`config.mk`:
```
export PLATFORM = sky130hd
export DESIGN_NAME = uart_stream
export DESIGN_NICKNAME = d
export VERILOG_FILES = /design/src/rtl/uart_pkg.sv /design/src/rtl/uart_rx_engine.sv /design/src/rtl/uart_stream.sv
export SDC_FILE = /design/constraint.sdc
export NUM_CORES = 1
export LEC_CHECK = 0
export CAP_MARGIN = 5
export CORE_ASPECT_RATIO = 2
export CORE_MARGIN = 1
export CORE_UTILIZATION = 59
export CTS_BUF_LIST = sky130_fd_sc_hd__clkbuf_4
export CTS_CLUSTER_DIAMETER = 40
export DETAILED_ROUTE_END_ITERATION = 12
export PLACE_DENSITY = 0.84
export SLEW_MARGIN = 30
export SYNTH_ARGS = -nofsm -noshare
export SYNTH_HDL_FRONTEND = slang
export SYNTH_SLANG_ARGS = --single-unit
```
`constraint.sdc`:
```
create_clock -name clk -period 2.18 [get_ports clk]
set_clock_uncertainty 0.15 [all_clocks]
set_input_delay 0.436 -clock clk [delete_from_list [all_inputs] [get_ports clk]]
set_output_delay 0.436 -clock clk [all_outputs]
set_load 0.005 [all_outputs]
```
`src/rtl/uart_pkg.sv`:
```
// uart_pkg: parity modes, FSM encodings and the parity helper
// shared by the uart_stream TX path and its RX engine.
package uart_pkg;
  localparam int PARITY_NONE = 0;
  localparam int PARITY_ODD  = 1;
  localparam int PARITY_EVEN = 2;

  localparam logic [2:0] TX_IDLE   = 3'd0;
  localparam logic [2:0] TX_START  = 3'd1;
  localparam logic [2:0] TX_DATA   = 3'd2;
  localparam logic [2:0] TX_PARITY = 3'd3;
  localparam logic [2:0] TX_STOP   = 3'd4;

  localparam logic [2:0] RX_IDLE      = 3'd0;
  localparam logic [2:0] RX_START     = 3'd1;
  localparam logic [2:0] RX_DATA      = 3'd2;
  localparam logic [2:0] RX_PARITY    = 3'd3;
  localparam logic [2:0] RX_STOP      = 3'd4;
  localparam logic [2:0] RX_WAIT_IDLE = 3'd5;

  // Unused upper bits must be zero so they do not disturb the XOR.
  function automatic logic parity_bit(
    input logic [7:0] data,
    input int         mode
  );
    parity_bit = (mode == PARITY_ODD) ? ~(^data) : ^data;
  endfunction
endpackage

```
`src/rtl/uart_rx_engine.sv`:
```
// uart_rx_engine: input synchroniser, mid-bit sampling receive FSM
// and the held output word with overrun detection.
module uart_rx_engine
  import uart_pkg::*;
#(
  parameter int CLKS_PER_BIT = 1085,
  parameter int DATA_BITS    = 8,
  parameter int PARITY       = 0
) (
  input  logic                 clk,
  input  logic                 rst_n,
  input  logic                 rx_phy,
  input  logic                 m_ready,
  output logic [DATA_BITS-1:0] m_data,
  output logic                 m_valid,
  output logic                 m_parity_err,
  output logic                 m_frame_err,
  output logic                 rx_overrun,
  output logic                 rx_busy
);
  localparam int CW = $clog2(CLKS_PER_BIT);
  localparam logic [CW-1:0] FULL = CW'(CLKS_PER_BIT - 1);
  localparam logic [CW-1:0] HALF = CW'(CLKS_PER_BIT / 2 - 1);
  localparam logic [2:0] LAST = 3'(DATA_BITS - 1);

  logic                 sync1, sync2;
  logic [2:0]           state;
  logic [CW-1:0]        cnt;
  logic [2:0]           idx;
  logic [DATA_BITS-1:0] shreg;
  logic                 par_rx;
  logic                 tick, done, perr;

  assign tick = (cnt == FULL);
  assign done = (state == RX_STOP) && tick;
  assign perr = (PARITY != PARITY_NONE) &&
                (par_rx != parity_bit(8'(shreg), PARITY));
  assign rx_busy = (state != RX_IDLE) && (state != RX_WAIT_IDLE);

  always_ff @(posedge clk or negedge rst_n)
    if (!rst_n) {sync2, sync1} <= 2'b11;
    else        {sync2, sync1} <= {sync1, rx_phy};

  always_ff @(posedge clk or negedge rst_n)
    if (!rst_n) begin
      state  <= RX_IDLE;
      cnt    <= '0;
      idx    <= '0;
      shreg  <= '0;
      par_rx <= 1'b0;
    end else begin
      cnt <= tick ? '0 : cnt + CW'(1);
      unique case (state)
        RX_IDLE: begin
          cnt <= '0;
          if (!sync2) state <= RX_START;
        end
        RX_START: if (cnt == HALF) begin
          cnt   <= '0;
          idx   <= '0;
          state <= sync2 ? RX_IDLE : RX_DATA;
        end
        RX_DATA: if (tick) begin
          shreg <= {sync2, shreg[DATA_BITS-1:1]};
          idx   <= idx + 3'd1;
          if (idx == LAST)
            state <= (PARITY == PARITY_NONE) ? RX_STOP : RX_PARITY;
        end
        RX_PARITY: if (tick) begin
          par_rx <= sync2;
          state  <= RX_STOP;
        end
        // A low stop bit means a break; hold off until the line recovers.
        RX_STOP: if (tick) state <= sync2 ? RX_IDLE : RX_WAIT_IDLE;
        RX_WAIT_IDLE: if (sync2) state <= RX_IDLE;
        default: state <= RX_IDLE;
      endcase
    end

  always_ff @(posedge clk or negedge rst_n)
    if (!rst_n) begin
      m_valid      <= 1'b0;
      m_data       <= '0;
      m_parity_err <= 1'b0;
      m_frame_err  <= 1'b0;
      rx_overrun   <= 1'b0;
    end else begin
      rx_overrun <= 1'b0;
      if (m_valid && m_ready) m_valid <= 1'b0;
      if (done) begin
        if (!m_valid || m_ready) begin
          m_valid      <= 1'b1;
          m_data       <= shreg;
          m_parity_err <= perr;
          m_frame_err  <= !sync2;
        end else begin
          rx_overrun <= 1'b1;
        end
      end
    end
endmodule

```
`src/rtl/uart_stream.sv`:
```
// uart_stream: parametrised full-duplex UART with valid/ready byte
// streams; TX engine inline, RX engine in uart_rx_engine.
module uart_stream
  import uart_pkg::*;
#(
  parameter int CLKS_PER_BIT = 1085,
  parameter int DATA_BITS    = 8,
  parameter int PARITY       = 0,
  parameter int STOP_BITS    = 1
) (
  input  logic                 clk,
  input  logic                 rst_n,
  input  logic [DATA_BITS-1:0] s_data,
  input  logic                 s_valid,
  output logic                 s_ready,
  output logic                 tx_phy,
  output logic                 tx_busy,
  input  logic                 rx_phy,
  output logic [DATA_BITS-1:0] m_data,
  output logic                 m_valid,
  input  logic                 m_ready,
  output logic                 m_parity_err,
  output logic                 m_frame_err,
  output logic                 rx_overrun,
  output logic                 rx_busy
);
  localparam int CW = $clog2(CLKS_PER_BIT);
  localparam logic [CW-1:0] FULL = CW'(CLKS_PER_BIT - 1);
  localparam logic [2:0] LAST  = 3'(DATA_BITS - 1);
  localparam logic [2:0] SLAST = 3'(STOP_BITS - 1);

  logic [2:0]           tx_state;
  logic [CW-1:0]        tx_cnt;
  logic [2:0]           tx_idx;
  logic [DATA_BITS-1:0] tx_sh;
  logic                 tx_par;
  logic                 tx_tick;

  assign s_ready = (tx_state == TX_IDLE);
  assign tx_busy = !s_ready;
  assign tx_tick = (tx_cnt == FULL);

  // tx_phy is registered so the pin never glitches between bits.
  always_ff @(posedge clk or negedge rst_n)
    if (!rst_n) begin
      tx_state <= TX_IDLE;
      tx_cnt   <= '0;
      tx_idx   <= '0;
      tx_sh    <= '0;
      tx_par   <= 1'b0;
      tx_phy   <= 1'b1;
    end else begin
      tx_cnt <= tx_tick ? '0 : tx_cnt + CW'(1);
      unique case (tx_state)
        TX_IDLE: begin
          tx_cnt <= '0;
          tx_idx <= '0;
          if (s_valid) begin
            tx_state <= TX_START;
            tx_sh    <= s_data;
            tx_par   <= parity_bit(8'(s_data), PARITY);
            tx_phy   <= 1'b0;
          end
        end
        TX_START: if (tx_tick) begin
          tx_state <= TX_DATA;
          tx_phy   <= tx_sh[0];
        end
        TX_DATA: if (tx_tick) begin
          tx_idx <= tx_idx + 3'd1;
          tx_sh  <= tx_sh >> 1;
          tx_phy <= tx_sh[1];
          if (tx_idx == LAST) begin
            tx_idx   <= '0;
            tx_state <= (PARITY == PARITY_NONE) ? TX_STOP : TX_PARITY;
            tx_phy   <= (PARITY == PARITY_NONE) ? 1'b1 : tx_par;
          end
        end
        TX_PARITY: if (tx_tick) begin
          tx_state <= TX_STOP;
          tx_phy   <= 1'b1;
        end
        TX_STOP: if (tx_tick) begin
          tx_idx <= tx_idx + 3'd1;
          if (tx_idx == SLAST) tx_state <= TX_IDLE;
        end
        default: begin
          tx_state <= TX_IDLE;
          tx_phy   <= 1'b1;
        end
      endcase
    end

  uart_rx_engine #(
    .CLKS_PER_BIT(CLKS_PER_BIT),
    .DATA_BITS   (DATA_BITS),
    .PARITY      (PARITY)
  ) u_rx (
    .clk         (clk),
    .rst_n       (rst_n),
    .rx_phy      (rx_phy),
    .m_ready     (m_ready),
    .m_data      (m_data),
    .m_valid     (m_valid),
    .m_parity_err(m_parity_err),
    .m_frame_err (m_frame_err),
    .rx_overrun  (rx_overrun),
    .rx_busy     (rx_busy)
  );
endmodule

```
---- After elaboration in Yosys (flattened, before gate mapping) ----
Index checks and enable logic that the tools add are counted.
cells by class
  add/subtract/negate cells ............... 4
  equal/unequal tests ..................... 29
  multiplexer cells ....................... 44
  bitwise operators ....................... 1
  reductions and logical operators ........ 22
operators by type and width
  operator                                          count
  2-to-1 mux 3 bit                                  20
  2-to-1 mux 11 bit                                 4
  adder 11 x 1 -> 11 bit (second input constant)    2
  == test 11 bit (second input constant)            2
  one-hot mux 11 bit (2 select lines)               1
  one-hot mux 3 bit (6 select lines)                1
  2-to-1 mux 8 bit                                  2
  != test 2 bit (second input constant)             8
  one-hot mux 8 bit (2 select lines)                1
  == test 3 bit (second input constant)             5
  one-hot mux 3 bit (5 select lines)                1
  AND reduction 7 bit                               2
  == test 3 x 2 -> 1 bit (second input constant)    4
  != test 2 x 1 -> 1 bit (second input constant)    6
  == test 11 x 10 -> 1 bit (second input constant)  1
  2-to-1 mux 1 bit                                  10
  zero test 3 bit                                   3
  one-hot mux 3 bit (3 select lines)                1
  AND reduction 3 bit                               3
  adder 3 x 1 -> 3 bit (second input constant)      2
  == test 3 x 1 -> 1 bit (second input constant)    2
  one-hot mux 3 bit (2 select lines)                1
  nonzero test 3 bit                                2
  one-hot mux 1 bit (5 select lines)                1
  other kinds (9)                                   15
word-level totals
  register bits after elaboration ......... 64
  output and inout port bits .............. 16

---- Logic depth before layout (Yosys ltp) ----
Gate-level depths: netlist (run 1).
  depth in word-level cells ............... 4
  gate-level depth with buffers ........... 7
  mapped depth without buffers ............ 6

---- Modules after synthesis ----
A second synthesis (run 1) with hierarchy kept.
second synthesis, totals
  cells, all modules ...................... 286
  area total of the unflattened synthesis .. 3239.4 sq um
modules (own cells, without submodules)
  module          instances  cells each  area each (sq um)
  uart_rx_engine  1          156         1825.5
  uart_stream     1          130         1413.9

---- Least setup slack after synthesis (run 1) ----
No wires, ideal clock.
  path kind ............................... register -> register
  start ................................... reg u_rx.cnt[1]
  end ..................................... reg u_rx.cnt[10]
  arrival time ............................ 1.582 ns
  required time ........................... 1.894 ns
  path slack .............................. 0.312 ns
  stages on the path, launching flop included .. 8
  period minus slack after synthesis ...... 1.868 ns
  cell sequence ........................... dfrtp_1 > inv_1 > ha_1 > and4b_1 > or4b_4 > a21boi_2 > buf_6 > nor3_1
between the ends
  longest elaborated chain between the ends .. 4
  elaborated cells on any way between the ends .. 6
  classes of those cells .................. add/sub: 1; eq/ne: 2; mux: 3
ends and longest elaborated chain
  item                                                             line                                        RTL
  start: declaration                                               uart_rx_engine.sv:28                        logic [CW-1:0] cnt;
  start signal: assignment                                         uart_rx_engine.sv:52                        cnt <= tick ? '0 : cnt + CW'(1);
  adder 11 x 1 -> 11 bit / == test 11 bit (equally long branches)  uart_rx_engine.sv:52, uart_rx_engine.sv:34
  2-to-1 mux 11 bit                                                uart_rx_engine.sv:52
  2-to-1 mux 11 bit                                                uart_rx_engine.sv:58                        RX_START: if (cnt == HALF) begin
  one-hot mux 11 bit (2 select lines) *                            uart_rx_engine.sv:53                        unique case (state)
Every way passes the cells marked *; elsewhere a longest branch is shown, timed or not.
A chain may end at the register's enable or synchronous reset.

---- Final worst setup path (run 1) ----
  start ................................... reg tx_phy
  end ..................................... out tx_phy
RTL lines
  item                      line               RTL
  start: declaration        uart_stream.sv:16  output logic tx_phy,
  start signal: assignment  uart_stream.sv:67  tx_phy <= tx_sh[0];
  start signal: assignment  uart_stream.sv:72  tx_phy <= tx_sh[1];
  start signal: assignment  uart_stream.sv:76  tx_phy <= (PARITY == PARITY_NONE) ? 1'b1 : tx_par;
No word-level cell between the ends.

==> results of run 1 <==
[registers in the layout (all words and copies together), names as in the netlist]
signal and cells:
tx_cnt 11, u_rx.cnt 11, tx_sh 8, u_rx.m_data 8, u_rx.shreg 8, tx_idx 3, tx_state 3, u_rx.idx 3
u_rx.state 3, tx_phy 1, u_rx.m_frame_err 1, u_rx.m_valid 1, u_rx.rx_overrun 1, u_rx.sync1 1, u_rx.sync2 1
[layer usage]
layer | share of wire (%) | GRT usage, % | up-vias
met1 | 38 | 28.2 | 1107
met4 | 3.0 | 14.5 | 0
met3 | 4.1 | 6.87 | 20
li1 | - | - | 1090
met5 | 0 | 0 | -
met2 | 55 | 42.5 | 56
[layout make-up]
| cell class | count | area, sq um |
|---|---|---|
| Antenna cell | 1 | 2.50 |
| Clock buffer | 9 | 67.6 |
| Fill cell | 387 | 1410 |
| Multi-Input combinational cell | 191 | 1460 |
| Tap cell | 58 | 72.6 |
| Inverter | 20 | 75.1 |
| Clock inverter | 7 | 110 |
| Sequential cell | 64 | 1610 |
| Timing Repair Buffer | 41 | 385 |
[power breakdown]
part	internal [mW]	leakage [nW]	switching (mW)
logic	0.0288	0.853	0.0275
clock network	0.571	0.0926	0.424
registers	1.19	0.841	0.00248
[cells by family after synthesis]
group,synth area share (%)
and+or+nand+nor,17.8
DFF,50.4
muxes,11.6
AOI/OAI and AO/OA,6.83
buffers and inverters,4.16
xor gates and xnor gates,5.22
adders and majority gates,3.92
other,0.118
[final timing paths]
path	endpoint	slack (ns)	depth (start not counted)
worst min-delay path	u_rx.sync2	0.22	0
min in group asynchronous	u_rx.idx[2]	0.41	3
worst max-delay path	tx_phy	0.11	1
worst min register to register	u_rx.sync2	0.22	0
worst max register to register	u_rx.cnt[9]	0.16	7
max in group asynchronous	u_rx.sync1	1.15	3
[cell usage in the layout (no fill, tap or decap), types with 4 or more instances in the layout]
master,instances
buf_4,12
xnor2_1,12
nand3_1,10
ha_1,10
nor3b_1,4
nor3_1,18
clkbuf_4,9
a221oi_1,4
nand2_1,12
xor2_1,7
clkdlybuf4s50_1,23
o21ai_0,7
inv_1,20
nand2b_1,4
mux2_2,31
a21oi_1,6
nor2_1,22
and3_1,4
dfrtp_1,58
[metrics by stage]
stage               hold WS [ns]  area, sq um  util (%)  setup slack [ns]
finish                     0.224         3780      72.9             0.114
floorplan               -0.00959         3190         -             0.312
detailed placement         0.208         3560      68.6            0.0866
global placement           0.204         3560      68.6             0.139
global route               0.223         3780      72.9            0.0366
CTS                        0.223         3770      72.8            0.0112
[repair_timing]
item | CTS | global route
setup buffers | 3 | 0
gates resized for setup | 6 | 2
pin swaps | 1 | 0
endpoints found under the hold margin | 61 | 0
hold buffers | 1 | 0
setup endpoints to repair | 3 | 9
==> impl_metrics.csv, run 1 <==
group,metric,value,unit
cells_and_area,drive_gt1_share,22.3,%
worst_setup_path,r2r-start,"u_rx.cnt[1]",
timing,timing.final.crit_share,94.8,%
timing,setup_viol,0,
worst_setup_path,critPathKind,"flip-flop to primary output",
floorplanning,initial_utilization,61.5,%
worst_hold_path,hold_class,"flip-flop to flip-flop",
clocking,clkTransAtPathRegs,0.11,ns
placed_design,placed_cells,370,
detailed_routing,drtIter0Drc,68,
floorplanning,die_w,54.0,um
floorplanning,dieArea,5720,sq um
global_routing,grtUsageTotal,25.7,%
synthesis,ys_async_sr_fraction,100,%
detailed_routing,vias,2273,
clocking,cts_max_level,3,
run_status,status,"finished, final reports clean",
synthesis,ys_types,50,
synthesis,synth-seq-area-share,50.4,%
synthesis,ys.flop_type,"dfrtp_1",
clocking,clock_path_buffers,2,
placed_design,port_buffers,27,
worst_setup_path,critPathSlowestCell,"dfstp_2",
detailed_routing,viasPerCell,5.81,
worst_setup_path,path_buf_inv,1,
placed_design,post-dp-hpwl,4320,um
timing,finalHoldViolCount,0,
synthesis,netlist_area,3190,sq um
worst_setup_path,cp_data_required_time,1.59,ns
cells_and_area,nets,350,
pwr,p_leak,1.79,nW
floorplanning,die_h,106,um
timing,period_minus_slack,2.07,ns
worst_setup_path,crit_arrival,1.48,ns
worst_setup_path,worstPathMaxFanout,3,
timing,timing.fmax,0.484,GHz
synthesis,synth_top_cell_area_share,47.9,%
synthesis,syn_inst,286,
synthesis,synth_edf_count,0,
floorplanning,pin_count,29,
synthesis,synth_common_cells,"dfrtp_1 (61), mux2_2 (31), nor2_1 (22), inv_1 (20), nor3_1 (19)",
timing,maxSlewViolCount,0,
clocking,cts_tree,"yes",
synthesis,synth_nets,309,
detailed_routing,first_pass_iters,4,
detailed_routing,ant_nets,0,
cells_and_area,area_delta_synth_final,18.5,%
synthesis,synth_area_leader_cell,"dfrtp_1",
cells_and_area,finalNonFillerCells,391,
floorplanning,rows,37,
timing,rsz0062_at_grt,"false",
synthesis,synth_seq_cells,64,
synthesis,synth_area_leaders,"dfrtp_1 (48%), mux2_2 (11%), ha_1 (3.9%)",
detailed_routing,drt-total-wl,6090,um
clocking,clockRootBuffer,"clkbuf_4",
clocking,numCtsBuffers,9,
detailed_routing,wire_per_inst,15.6,um
detailed_routing,drc,0,
clocking,clkSinkCount,64,
worst_setup_path,cp-end-kind,"primary output",
placed_design,routabilityCongestion,0.827,
worst_hold_path,hp-start,"u_rx.sync1",
synthesis,synth_most_common_cell,"dfrtp_1",
global_routing,antenna_found_initial,1,
floorplanning,core_area,5180,sq um
clocking,clock_latency,0.42,ns
synthesis,synth_warnings,0,
pwr,p_per_area,594,nW/um^2
worst_setup_path,critical-path-max-stage-delay,0.56,ns
global_routing,first_global_vias,2382,
global_routing,overflow,0,
pwr,peakVddDrop,0.551,mV
timing,setup_tns,0,ns
worst_setup_path,critPathLaunch,"tx_phy",
job,maxCapViolCount,0,
global_routing,grt_pass1_wl,10500,um
worst_setup_path,path_cells,"clkdlybuf4s50_1",
synthesis,synth_area_per_cell,11.1,sq um
global_routing,grt_max_degree,65,
worst_setup_path,critPathLaunchType,"flip-flop",
pwr,report.power.total,2.24,mW
worst_setup_path,critPathTopFamily,"flip-flops",
Power figures use the tool's default switching activity.
==> run 2, diff against run 1 <==
--- a/config.mk
+++ b/config.mk
@@ -9,7 +9,7 @@
 export CORE_ASPECT_RATIO = 2
 export CORE_MARGIN = 1
 export CORE_UTILIZATION = 59
-export CTS_BUF_LIST = sky130_fd_sc_hd__clkbuf_4
+export CTS_BUF_LIST = sky130_fd_sc_hd__clkbuf_8
 export CTS_CLUSTER_DIAMETER = 40
 export DETAILED_ROUTE_END_ITERATION = 12
 export PLACE_DENSITY = 0.84
==> impl_metrics.csv, run 2 (same netlist as run 1, synthesis figures left out) <==
group,metric,value,unit
cells_and_area,finalNonFillerCells,393,
cells_and_area,drive_gt1_share,23.6,%
clocking,cts_tree,"yes",
global_routing,use_met2,43.6,%
timing,maxSlewViolCount,0,
cells_and_area,final_cell_mix,"dfrtp_1 (59), mux2_2 (31), clkdlybuf4s50_1 (26)",
worst_setup_path,worstPathMaxFanout,7,
detailed_routing,vias,2288,
cells_and_area,num-fill-cells,365,
timing,setup_tns,0,ns
global_routing,antenna_found_initial,0,
worst_setup_path,path_buf_inv,1,
pwr,p_per_area,658,nW/um^2
placed_design,port_buffers,27,
timing,finalHoldViolCount,0,
pwr,report.power.total,2.56,mW
clocking,clock_path_buffers,2,
clocking,clockRootBuffer,"clkbuf_8",
cells_and_area,num_antenna_cells,0,
floorplanning,pin_count,29,
floorplanning,die_h,106,um
global_routing,grtUsageMet1,28.4,%
cells_and_area,regArea,1610,sq um
placed_design,placedInstanceArea,3560,sq um
timing,period_minus_slack,2.10,ns
worst_setup_path,path_cells,"xnor2_1, nand2b_1, clkdlybuf4s50_1",
timing,timing.final.crit_share,96.1,%
cells_and_area,nets,353,
cells_and_area,post-route-cell-area,3880,sq um
timing,timing.fmax,0.477,GHz
clocking,numCtsBuffers,9,
cells_and_area,largestRegisters,"tx_cnt x11, u_rx.cnt x11",
detailed_routing,ant_nets,0,
worst_setup_path,cp_data_required_time,1.59,ns
placed_design,placed_cells,370,
detailed_routing,wire_per_inst,15.8,um
worst_setup_path,cp-end-kind,"primary output",
cells_and_area,area_delta_synth_final,21.8,%
clocking,clock_latency,0.34,ns
floorplanning,die_w,54.0,um
clocking,cts_max_level,3,
worst_setup_path,critPathTopFamily,"buffers and inverters",
global_routing,use_met3,6.44,%
pwr,p_leak,1.84,nW
worst_setup_path,crit_arrival,1.51,ns
placed_design,routabilityCongestion,0.827,
pwr,peakVddDrop,0.782,mV
floorplanning,dieArea,5720,sq um
placed_design,post-dp-hpwl,4320,um
detailed_routing,first_pass_iters,4,
detailed_routing,drtIter0Drc,55,
global_routing,top_usage_layer,"met2",
worst_setup_path,critPathKind,"flip-flop to primary output",
cells_and_area,layout_commonest_cell,"dfrtp_1",
global_routing,grt_pass1_wl,10500,um
global_routing,first_global_vias,2363,
worst_hold_path,hold_class,"flip-flop to flip-flop",
global_routing,grt_max_degree,65,
global_routing,overflow,0,
detailed_routing,drt-total-wl,6200,um
floorplanning,core_area,5180,sq um
worst_setup_path,critical-path-max-stage-delay,0.49,ns
global_routing,grtUsageTotal,25.6,%
worst_setup_path,critPathLaunchType,"flip-flop",
cells_and_area,multi_input_area,1460,sq um
clocking,clkTransAtPathRegs,0.07,ns
floorplanning,rows,37,
clocking,clkSinkCount,64,
detailed_routing,drc,0,
timing,rsz0062_at_grt,"false",
run_status,status,"finished, final reports clean",
worst_setup_path,critPathSlowestCell,"clkdlybuf4s50_1",
timing,setup_viol,0,
job,maxCapViolCount,0,
floorplanning,initial_utilization,61.5,%
detailed_routing,viasPerCell,5.82,
[run 2: path summary, 6_finish.rpt]
kind / slack (ns) / end / from / cells past startpoint
worst max-delay path: 0.08 / rx_busy / u_rx.state[0] / 3
worst min-delay path: 0.22 / u_rx.sync2 / u_rx.sync1 / 0
worst max register to register: 0.16 / u_rx.cnt[9] / u_rx.cnt[1] / 7
worst min register to register: 0.22 / u_rx.sync2 / u_rx.sync1 / 0
max in group asynchronous: 1.06 / u_rx.sync2 / rst_n / 3
min in group asynchronous: 0.48 / u_rx.shreg[1] / rst_n / 3
[run 2: routing by layer]
layer / vias to the layer above / share of wire, %
met5: - / 0
li1: 1094 / -
met3: 15 / 3.0
met1: 1135 / 39
met4: 0 / 2.5
met2: 44 / 55
[run 2: metrics by stage]
step                hold WS, ns  utilization (%)  worst slack [ns]
floorplan              -0.00959                -             0.312
global placement          0.204             68.6             0.139
detailed placement        0.208             68.6            0.0866
CTS                       0.221             74.2           0.00505
global route              0.218             74.9            0.0122
finish                    0.219             74.9            0.0843
[run 2: what timing repair did]
| action | 4_1_cts | 5_1_grt |
|---|---|---|
| endpoints found under the setup margin | 3 | 9 |
| resized for setup | 3 | 1 |
| hold buffers | 1 | 0 |
| buffers inserted | 1 | 5 |
| hold endpoints to repair | 61 | 0 |
[run 2: cell type report]
type / count / share of cell area (%)
clock buffer: 12 / 4.25
clock inverter: 4 / 2.55
inverter: 20 / 1.93
multi-input combinational: 191 / 37.5
sequential: 64 / 41.4
tap: 58 / 1.87
timing repair buffer: 44 / 10.5
[run 2: power by group]
group | internal, mW | switching, mW | leakage [nW]
clock | 0.855 | 0.452 | 0.133
sequential | 1.19 | 0.00263 | 0.842
combinational | 0.0288 | 0.0273 | 0.867
